==> config.mk <==
export PLATFORM = sky130hd
export DESIGN_NAME = heater_duty_scheduler
export DESIGN_NICKNAME = d
export VERILOG_FILES = /design/src/rtl/heater_duty_scheduler_pkg.sv /design/src/rtl/heater_duty_scheduler_pi_duty_calc.sv /design/src/rtl/heater_duty_scheduler.sv
export SDC_FILE = /design/constraint.sdc
export NUM_CORES = 1
export LEC_CHECK = 0
export BUFFER_PORTS_ARGS = -buffer_cell sky130_fd_sc_hd__buf_2
export CORE_ASPECT_RATIO = 0.7
export CORE_MARGIN = 1.5
export CORE_UTILIZATION = 50
export DETAILED_ROUTE_END_ITERATION = 8
export PLACE_DENSITY = 0.66
export SYNTH_ARGS = -nofsm -noshare
export SYNTH_HDL_FRONTEND = slang
export SYNTH_SLANG_ARGS = --single-unit
==> constraint.sdc <==
create_clock -name clk -period 4.3 [get_ports clk]
set_clock_uncertainty 0.2 [all_clocks]
set_input_delay 0.215 -clock clk [delete_from_list [all_inputs] [get_ports clk]]
set_output_delay 0.215 -clock clk [all_outputs]
set_load 0.05 [all_outputs]
==> src/rtl/heater_duty_scheduler_pkg.sv <==
// Shared encodings, widths and saturation helpers for the heater duty scheduler.
package heater_duty_scheduler_pkg;

   localparam int TEMP_W         = 16;
   localparam int CALC_W         = 24;
   localparam int PWM_PERIOD_DEF = 1011;

   localparam logic [1:0] ST_IDLE     = 2'd0;
   localparam logic [1:0] ST_PREHEAT  = 2'd1;
   localparam logic [1:0] ST_REGULATE = 2'd2;
   localparam logic [1:0] ST_FAULT    = 2'd3;

   // Symmetric saturation to +/-lim.
   function automatic logic signed [CALC_W-1:0] sat_sym(
      input logic signed [CALC_W-1:0] v,
      input logic signed [CALC_W-1:0] lim
   );
      logic signed [CALC_W-1:0] r;
      if (v > lim)
         r = lim;
      else if (v < -lim)
         r = -lim;
      else
         r = v;
      return r;
   endfunction

   // Clamp to [0, hi] and narrow to the PWM compare width.
   function automatic logic [TEMP_W-1:0] clamp_duty(
      input logic signed [CALC_W-1:0] v,
      input logic signed [CALC_W-1:0] hi
   );
      logic signed [CALC_W-1:0] r;
      if (v[CALC_W-1])
         r = '0;
      else if (v > hi)
         r = hi;
      else
         r = v;
      return TEMP_W'(r);
   endfunction

endpackage

==> src/rtl/heater_duty_scheduler_pi_duty_calc.sv <==
// Two-stage PI duty pipeline: stage 1 registers error and saturated integrator,
// stage 2 forms the clamped duty that the top level captures into high_len.
module heater_duty_scheduler_pi_duty_calc
   import heater_duty_scheduler_pkg::*;
#(
   parameter int KP_SHIFT  = 2,
   parameter int KI_SHIFT  = 6,
   parameter int INTEG_LIM = 32000,
   parameter int DUTY_MAX  = 1010
) (
   input  logic               clk,
   input  logic               rst_n,
   input  logic               i_valid,
   input  logic               i_flush,
   input  logic               i_clear,
   input  logic signed [15:0] i_setpoint,
   input  logic signed [15:0] i_temp,
   output logic        [15:0] o_duty,
   output logic               o_valid
);

   localparam logic signed [CALC_W-1:0] LIM = CALC_W'(INTEG_LIM);
   localparam logic signed [CALC_W-1:0] HI  = CALC_W'(DUTY_MAX);

   logic signed [16:0]       w_err;
   logic signed [CALC_W-1:0] w_integ_sum;
   logic signed [CALC_W-1:0] w_integ_nxt;
   logic signed [CALC_W-1:0] w_err_ext;
   logic signed [CALC_W-1:0] w_duty_raw;

   logic signed [16:0]       r_err;
   logic signed [CALC_W-1:0] r_integ;
   logic                     r_s1_valid;

   assign w_err       = {i_setpoint[15], i_setpoint} - {i_temp[15], i_temp};
   assign w_integ_sum = r_integ + {{(CALC_W-17){w_err[16]}}, w_err};
   assign w_integ_nxt = sat_sym(w_integ_sum, LIM);

   assign w_err_ext   = {{(CALC_W-17){r_err[16]}}, r_err};
   assign w_duty_raw  = (w_err_ext >>> KP_SHIFT) + (r_integ >>> KI_SHIFT);

   assign o_duty      = clamp_duty(w_duty_raw, HI);
   assign o_valid     = r_s1_valid;

   // Stage 1: capture error, accumulate integrator; flush drops the in-flight result.
   always_ff @(posedge clk or negedge rst_n) begin
      if (!rst_n) begin
         r_err      <= '0;
         r_integ    <= '0;
         r_s1_valid <= 1'b0;
      end else begin
         r_s1_valid <= i_valid && !i_flush;
         if (i_clear)
            r_integ <= '0;
         else if (i_valid)
            r_integ <= w_integ_nxt;
         if (i_valid)
            r_err <= w_err;
      end
   end

endmodule

==> src/rtl/heater_duty_scheduler.sv <==
// Heater loop sequencer: preheat, PI regulation, over-temperature and sample-timeout faults.
//
//  state    | meaning
//  ---------+---------------------------------------------------------
//  IDLE     | heater off, integrator held at zero, waiting for enable
//  PREHEAT  | heater full on until temp is within the band of setpoint
//  REGULATE | heater driven by the PI duty pipeline
//  FAULT    | heater off, sticky until fault_clr with enable low
module heater_duty_scheduler
   import heater_duty_scheduler_pkg::*;
#(
   parameter int PWM_PERIOD     = PWM_PERIOD_DEF,
   parameter int KP_SHIFT       = 2,
   parameter int KI_SHIFT       = 6,
   parameter int INTEG_LIM      = 32000,
   parameter int PREHEAT_BAND   = 50,
   parameter int TEMP_MAX       = 1200,
   parameter int SAMPLE_TIMEOUT = 5000000
) (
   input  logic               clk,
   input  logic               rst_n,
   input  logic               enable,
   input  logic signed [15:0] setpoint,
   input  logic signed [15:0] temp_data,
   input  logic               temp_valid,
   input  logic               fault_clr,
   output logic               heater_open,
   output logic signed [15:0] high_len,
   output logic        [1:0]  state,
   output logic               fault
);

   localparam int                 TMO_W      = $clog2(SAMPLE_TIMEOUT + 1);
   localparam logic [TMO_W-1:0]   TMO_LAST   = TMO_W'(SAMPLE_TIMEOUT - 1);
   localparam logic signed [16:0] TEMP_MAX_S = 17'(TEMP_MAX);
   localparam logic signed [16:0] BAND_S     = 17'(PREHEAT_BAND);
   localparam logic [15:0]        DUTY_MAX   = 16'(PWM_PERIOD - 1);

   logic [1:0]         r_state;
   logic [TMO_W-1:0]   r_tmo;
   logic               r_heater_open;
   logic [15:0]        r_high_len;
   logic               r_fault;

   logic [1:0]         w_next;
   logic               w_active;
   logic signed [16:0] w_temp17;
   logic signed [16:0] w_band17;
   logic               w_overtemp;
   logic               w_tmo_hit;
   logic               w_band_ok;
   logic               w_accept;
   logic               w_flush;
   logic               w_clear;
   logic [15:0]        w_duty;
   logic               w_duty_valid;

   assign w_active   = (r_state == ST_PREHEAT) || (r_state == ST_REGULATE);
   assign w_temp17   = {temp_data[15], temp_data};
   assign w_band17   = {setpoint[15], setpoint} - BAND_S;
   assign w_overtemp = w_active && temp_valid && (w_temp17 >= TEMP_MAX_S);
   // Trip lands on the edge where the count would reach SAMPLE_TIMEOUT.
   assign w_tmo_hit  = w_active && !temp_valid && (r_tmo == TMO_LAST);
   assign w_band_ok  = w_temp17 >= w_band17;

   // Next state: fault conditions beat an enable drop, which beats normal progress.
   always_comb begin
      w_next = r_state;
      case (r_state)
         ST_IDLE: begin
            if (enable)
               w_next = ST_PREHEAT;
         end
         ST_PREHEAT: begin
            if (w_overtemp || w_tmo_hit)
               w_next = ST_FAULT;
            else if (!enable)
               w_next = ST_IDLE;
            else if (temp_valid && w_band_ok)
               w_next = ST_REGULATE;
         end
         ST_REGULATE: begin
            if (w_overtemp || w_tmo_hit)
               w_next = ST_FAULT;
            else if (!enable)
               w_next = ST_IDLE;
         end
         ST_FAULT: begin
            if (fault_clr && !enable)
               w_next = ST_IDLE;
         end
         default: w_next = ST_IDLE;
      endcase
   end

   // Only samples that keep us in REGULATE feed the PI loop; the preheat-exit sample does not.
   assign w_accept = temp_valid && (r_state == ST_REGULATE) && (w_next == ST_REGULATE);
   assign w_flush  = (w_next != ST_REGULATE);
   assign w_clear  = (r_state != ST_REGULATE) || w_flush;

   heater_duty_scheduler_pi_duty_calc #(
      .KP_SHIFT  (KP_SHIFT),
      .KI_SHIFT  (KI_SHIFT),
      .INTEG_LIM (INTEG_LIM),
      .DUTY_MAX  (PWM_PERIOD - 1)
   ) u_pi (
      .clk        (clk),
      .rst_n      (rst_n),
      .i_valid    (w_accept),
      .i_flush    (w_flush),
      .i_clear    (w_clear),
      .i_setpoint (setpoint),
      .i_temp     (temp_data),
      .o_duty     (w_duty),
      .o_valid    (w_duty_valid)
   );

   // State register.
   always_ff @(posedge clk or negedge rst_n) begin
      if (!rst_n)
         r_state <= ST_IDLE;
      else
         r_state <= w_next;
   end

   // Sample watchdog: counts only while heating, restarts on every sample and on preheat entry.
   always_ff @(posedge clk or negedge rst_n) begin
      if (!rst_n)
         r_tmo <= '0;
      else if (!w_active || temp_valid)
         r_tmo <= '0;
      else
         r_tmo <= r_tmo + TMO_W'(1);
   end

   // Output registers follow the next state so they change together with state.
   always_ff @(posedge clk or negedge rst_n) begin
      if (!rst_n) begin
         r_heater_open <= 1'b0;
         r_high_len    <= '0;
         r_fault       <= 1'b0;
      end else begin
         r_heater_open <= (w_next == ST_PREHEAT) || (w_next == ST_REGULATE);
         r_fault       <= (w_next == ST_FAULT);
         case (w_next)
            ST_PREHEAT:  r_high_len <= DUTY_MAX;
            ST_REGULATE: if (w_duty_valid) r_high_len <= w_duty;
            default:     r_high_len <= '0;
         endcase
      end
   end

   assign state       = r_state;
   assign heater_open = r_heater_open;
   assign high_len    = r_high_len;
   assign fault       = r_fault;

endmodule

==> results of run 1 <==
registers in the layout, indices dropped and copies added, names as in the netlist:
signal and count:
fault 1, heater_open 1, high_len 16, r_tmo 23
state 2, u_pi.o_valid 1, u_pi.r_err 15, u_pi.r_integ 24
critical path, stage by stage:
cell and delay (ns):
buf_2 0.09, inv_1 0.04, ha_2 0.20, fa_2 0.40
nor2b_4 0.15, o31ai_2 0.08, a211oi_2 0.26, o21ai_2 0.11
nor2b_2 0.18, xnor2_2 0.23, ha_4 0.27, a21oi_4 0.17
o21ai_4 0.09, a2111oi_4 0.34, a211oi_2 0.13, or3_4 0.35
a222oi_1 0.40, and4_4 0.33, buf_6 0.12, a32o_1 0.12
nor2_1 0.04
cell usage after synthesis, drive strengths merged, types with 22 or more instances:
cell   count  area (um^2)
nand3     45        230.2
ha        87         1089
a21oi     66        375.4
nor3      22        115.1
xnor2     33        289.0
xor2      33        289.0
dfrtp     83         2077
nand2    113        424.2
a21o      23        175.2
o21ai     53        272.8
inv       58        217.7
nor2      81        314.0
power by group through the flow:
stage          clock network, mW  registers [mW]  logic [mW]
2_1_floorplan                  0            1.01       0.820
3_3_place_gp                   0           0.915        1.46
3_5_place_dp                   0           0.918        1.47
4_1_cts                    0.800           0.904        1.52
5_1_grt                    0.835           0.912        1.74
6_report                   0.788           0.905        1.58
area by class of cell:
cell class,instances,area share (%)
clock inverter,6,0.6637
tap,200,2.371
multi-input combinational,799,55.73
clock buffer,10,2.264
timing repair buffer,251,17.21
inverter,58,2.086
sequential,83,19.68
stage by stage:
step | cell area [um^2] | worst slack (ns) | hold WS [ns] | instances
3_5_place_dp | 9752 | -0.5376 | 0.2684 | 1375
5_1_grt | 10560 | -0.2201 | 0.1221 | 1407
6_report | 10560 | 0.004695 | 0.1334 | 1407
4_1_cts | 10300 | -0.1442 | 0.1240 | 1402
3_3_place_gp | 9752 | -0.4207 | 0.2590 | 1375
2_1_floorplan | 7994 | -0.02395 | -0.2806 | 967
path summary, 6_finish.rpt:
path / slack [ns] / start / end
setup / recovery: 0.005 / setpoint[0] / u_pi.r_integ[8]
hold / removal: 0.13 / enable / state[1]
setup reg to reg: 0.81 / u_pi.r_integ[8] / u_pi.r_integ[13]
hold reg to reg: 0.28 / high_len[13] / high_len[13]
max in group asynchronous: 2.83 / rst_n / u_pi.r_integ[23]
min in group asynchronous: 0.39 / rst_n / high_len[7]
per-layer routing:
layer / wire (um) / vias to the layer above / GRT usage [%]
li1: - / 3997 / -
met1: 11530 / 3745 / 43.18
met2: 8895 / 289 / 37.34
met3: 1933 / 23 / 6.613
met4: 292 / 0 / 5.532
met5: 0 / - / 0
cells by family after synthesis:
family | Yosys count | share of synthesized area (%)
mux | 2 | 0.2851
compound gates | 252 | 22.27
buf+inv | 85 | 4.577
xor+xnor | 66 | 7.317
flops | 83 | 26.29
fa+ha+maj | 90 | 14.54
simple gates | 389 | 24.72
what timing repair did:
action                     in CTS  in global routing
setup buffers                   9                  5
setup endpoints to repair      24                 55
hold endpoints to repair       83                  0
pin swaps                      37                 38
gates cloned                    1                  0
hold buffers                    1                  0
resized for setup              35                 47
==> results.toml, run 1 <==
[logic_synthesis]
ys.warnings.count = 0
yosysSeqAreaShare_pct = 26.29
synth_area_mm2 = 0.007900
synth_edf_count = 0
synth-main-ff-cell = "dfrtp_1"
syn_inst = 967
yosys_register_bits = 83
synth_fp_nets = 1094
synthDistinctLibCells = 84
synthArstFlopShare_pct = 100.0
syn_avg_cell_area_um2 = 8.170

[floorplan]
design.core.area_mm2 = 0.01545
floorplan.initialDensity_pct = 51.13
rows = 38
io_pins = 57
dieArea_mm2 = 0.01658
dieHeight_um = 108.2
die_w_um = 153.2

[global_route]
overflow = 0
grt_pass1_vias = 7272
grt_pass1_wl_mm = 36.75
gr-usage-all-layers_pct = 27.52
antenna_found_initial = 0
grt_max_degree = 84

[setup_path]
cp_max_fo = 7
worstSetupPathType = "input pin to flop"
crit_required_ns = 4.33
reg2regPathDepth = 13
start_kind = "input pin"
critPathCaptureType = "flop"
arrival_ns = 4.32

[cells_and_area]
final_util_pct = 68.32
layout_commonest_cell = "buf_4"
layout_common_cells = "buf_4, nand2_1, dfrtp_1, ha_1, nor2_1"
layout.nets = 1329
num_antenna_cells = 0
synthToLayoutAreaGrowth_pct = 33.62
multi_input_area_mm2 = 0.005883
regArea_mm2 = 0.002077
fill_cells = 1224
layout-drive-gt1-share_pct = 30.16

[route]
drt_pass1_iterations = 7
drc = 4
ant_nets = 0
drt-total-wl_mm = 22.65
drt_iter0_drc = 615
vias_per_cell = 5.724
vias = 8054
wire_per_inst_um = 16.10

[power_and_ir_drop]
pwr-share-seq_pct = 27.6
p_per_area_mw_per_mm2 = 310.3
clkPwrFrac_pct = 24.1
p_comb_share_pct = 48.3
swShare_pct = 39.05
power.internal_mw = 1.996
power.total_mw = 3.275
ir_worst_vdd_uv = 179.9
power.switching_mw = 1.279
cellLeakagePower_nw = 5.308

[timing]
max_freq_mhz = 232.8
fin_setup_tns_ns = 0
setup_violations = 0
hold_violations = 0
rsz0062_at_grt = "true"
maxSlewViolCount = 0
period_share_pct = 99.89
tightestPinTransition_ns = 1.292
slew_headroom_pct = 11.65
period_minus_slack_ns = 4.295

[clock_tree]
h-tree-depth = 3
root_buffer = "clkbuf_16"
path_clk_slew_ns = 0.06
numCtsBuffers = 9
clockBufferDepth = 2
clkSinkCount = 83
clk_latency_ns = 0.33
tritoncts = "done"

[job]
drv_cap = 0

[place]
routabilityCongestion = 0.9818
hpwl_mm = 17.66
io_buffers = 56

[status]
status = "finished with violations"
violations = "DRC"

[min_path]
hp-class = "input pin to flop"
hold_depth = 3
Note: power is estimated with default switching activity, not from simulation.
==> run 2: changes to the inputs <==
- CORE_UTILIZATION: 50 -> 30
- GPL_TIMING_DRIVEN: default -> 0
- PLACE_DENSITY: 0.66 -> 0.43
==> run 2 against run 1 <==
- sequential cell count unchanged
- global-route usage down 10 points
- combinational power decreased by 8%
- largest cell class unchanged
- hold slack worse by 0.072 ns
- largest power group unchanged
- critical path type unchanged
- cell count rose by 0.21%
- count of clock-buffer cells in the layout decreased by 1
- sequential share of layout area up 1.2 points
- total power fell by 4.1%
- the flow finishes with violations (setup timing)
- clock power shrank 2%
- core utilization decreased by 30 points
- non-clock buffer count fell by 128
==> results.toml, run 2 (synthesized netlist as in run 1, its figures left out) <==
[cells_and_area]
layout.nets = 1201
layout_commonest_cell = "nand2_1"
layout-drive-gt1-share_pct = 22.43
num_antenna_cells = 0
layout_common_cells = "nand2_1, dfrtp_1, nor2_1, ha_1, inv_1"
largest_reg_flops = 24
fill_cells = 2647
synthToLayoutAreaGrowth_pct = 25.83
final_area_mm2 = 0.009941
largest-register = "u_pi.r_integ"
fin_cells = 1410

[setup_path]
arrival_ns = 4.68
worstSetupPathType = "input pin to flop"
start_kind = "input pin"
crit_start = "temp_data[1]"
critPathCaptureType = "flop"
cp_max_fo = 6
crit_required_ns = 4.38
rr_startpoint = "state[0]"

[power_and_ir_drop]
power.internal_mw = 1.802
p_comb_share_pct = 46.6
power.switching_mw = 1.339
cellLeakagePower_nw = 4.689
clkPwrFrac_pct = 24.6
p_per_area_mw_per_mm2 = 316.0
swShare_pct = 42.63
ir_worst_vdd_uv = 172.9
pwr-share-seq_pct = 28.8

[floorplan]
die_w_um = 197.0
floorplan.initialDensity_pct = 30.68
rows = 49
design.core.area_mm2 = 0.02575
io_pins = 57
dieArea_mm2 = 0.02733
dieHeight_um = 138.8

[timing]
timing.final.ws_setup_ns = -0.3005
slew_headroom_pct = 50.54
max_freq_mhz = 217.4
period_share_pct = 107.0
rsz0062_at_grt = "true"
maxSlewViolCount = 0
hold_violations = 0
period_minus_slack_ns = 4.600
tightestPinTransition_ns = 0.7232
setup_violations = 15

[route]
vias_per_cell = 5.179
vias = 7302
drt_iter0_drc = 344
ant_nets = 0
drt_pass1_iterations = 5
drc = 0
wire_per_inst_um = 16.91
drt-total-wl_mm = 23.84

[min_path]
hp-class = "input pin to flop"
hold_start = "enable"

[place]
routabilityCongestion = 0.8210
post_dp_cell_area_mm2 = 0.008718
io_buffers = 56
placed_cells = 1355
hpwl_mm = 18.83

[job]
drv_cap = 0

[clock_tree]
root_buffer = "clkbuf_16"
clkSinkCount = 83
tritoncts = "done"
numCtsBuffers = 9
h-tree-depth = 3
clockBufferDepth = 2
clk_latency_ns = 0.34
path_clk_slew_ns = 0.07

[global_route]
grt_pass1_wl_mm = 38.04
top_usage_layer = "met1"
antenna_found_initial = 0
grt_max_degree = 61
grt_pass1_vias = 6786
gr-usage-all-layers_pct = 17.43
overflow = 0
grt_use_met3_pct = 2.602
met1_usage_pct = 29.05
use_met2_pct = 22.76

[status]
violations = "setup timing"
status = "finished with violations"
## run 2: changes by cell type in the layout (fill, tap and decap cells not counted), moves of 4 or more
cell	before	now
ha_4	6	11
buf_4	187	37
a21oi_2	13	7
clkbuf_1	0	8
a21oi_1	48	52
buf_6	6	12
ha_1	78	73
inv_8	0	4
nand3_2	8	4
clkbuf_2	0	7
## run 2: cell type report
class / count / area, um^2 / area share (%)
buffer: 25 / 170.2 / 1.712
clock buffer: 9 / 225.2 / 2.266
clock inverter: 7 / 68.82 / 0.6923
inverter: 58 / 225.2 / 2.266
multi-input combinational: 799 / 6073 / 61.10
sequential: 83 / 2077 / 20.89
tap: 331 / 414.1 / 4.166
timing repair buffer: 98 / 686.9 / 6.910
## run 2: final timing paths
path,endpoint,slack [ns],cells after the start
hold / removal,state[1],0.06,2
max in group asynchronous,u_pi.r_integ[21],3.16,3
hold reg to reg,high_len[10],0.28,1
setup / recovery,u_pi.r_integ[4],-0.30,24
setup reg to reg,u_pi.r_integ[10],0.66,15
min in group asynchronous,high_len[9],0.11,2
## run 2: metal layers
metal	share of wire [%]	routed length (um)
met3	3.6	869
met2	38	8970
met1	58	13740
met4	1.1	252
met5	0	0
## run 2: what timing repair did
item | CTS | global route
pin swaps | 41 | 37
hold buffers | 1 | 0
buffers inserted | 24 | 16
resized for setup | 68 | 69
endpoints found under the hold margin | 83 | 0
endpoints found under the setup margin | 56 | 56
## run 2: power groups by stage
stage	Combinational, mW	Clock [mW]	Sequential (mW)
after CTS	1.37	0.801	0.906
after global routing	1.62	0.830	0.915
final	1.46	0.774	0.904
after detailed placement	1.28	0	0.920
after floorplan	0.820	0	1.01
after global placement	1.29	0	0.920
## run 2: worst max-delay path: stages
cell	delay, ns
buf_8	0.10
inv_4	0.05
ha_4	0.19
nor2b_1	0.12
o21a_1	0.21
o21ai_2	0.22
a211oi_4	0.11
nor4_4	0.24
nor2_1	0.12
a21oi_1	0.18
o21bai_2	0.12
xor2_2	0.31
ha_2	0.34
a21oi_1	0.17
o21ai_1	0.15
or2_0	0.25
or4_1	0.47
o211ai_1	0.19
and4_1	0.27
and4_1	0.22
buf_6	0.13
buf_6	0.12
nand4_1	0.08
nand3_1	0.09
## run 2: per-stage QoR
stage | power, mW | TNS [ns] | setup slack [ns] | util (%) | hold slack, ns
2_1_floorplan | 1.829 | -0.02395 | -0.02395 | - | -0.2806
3_3_place_gp | 2.206 | -71.07 | -1.677 | 33.74 | 0.2646
3_5_place_dp | 2.202 | -66.11 | -1.516 | 33.86 | -0.05272
4_1_cts | 3.081 | -6.794 | -0.4307 | 36.84 | 0.05744
5_1_grt | 3.366 | -7.252 | -0.4790 | 38.61 | 0.06527
6_report | 3.141 | -3.546 | -0.3005 | 38.61 | 0.06110
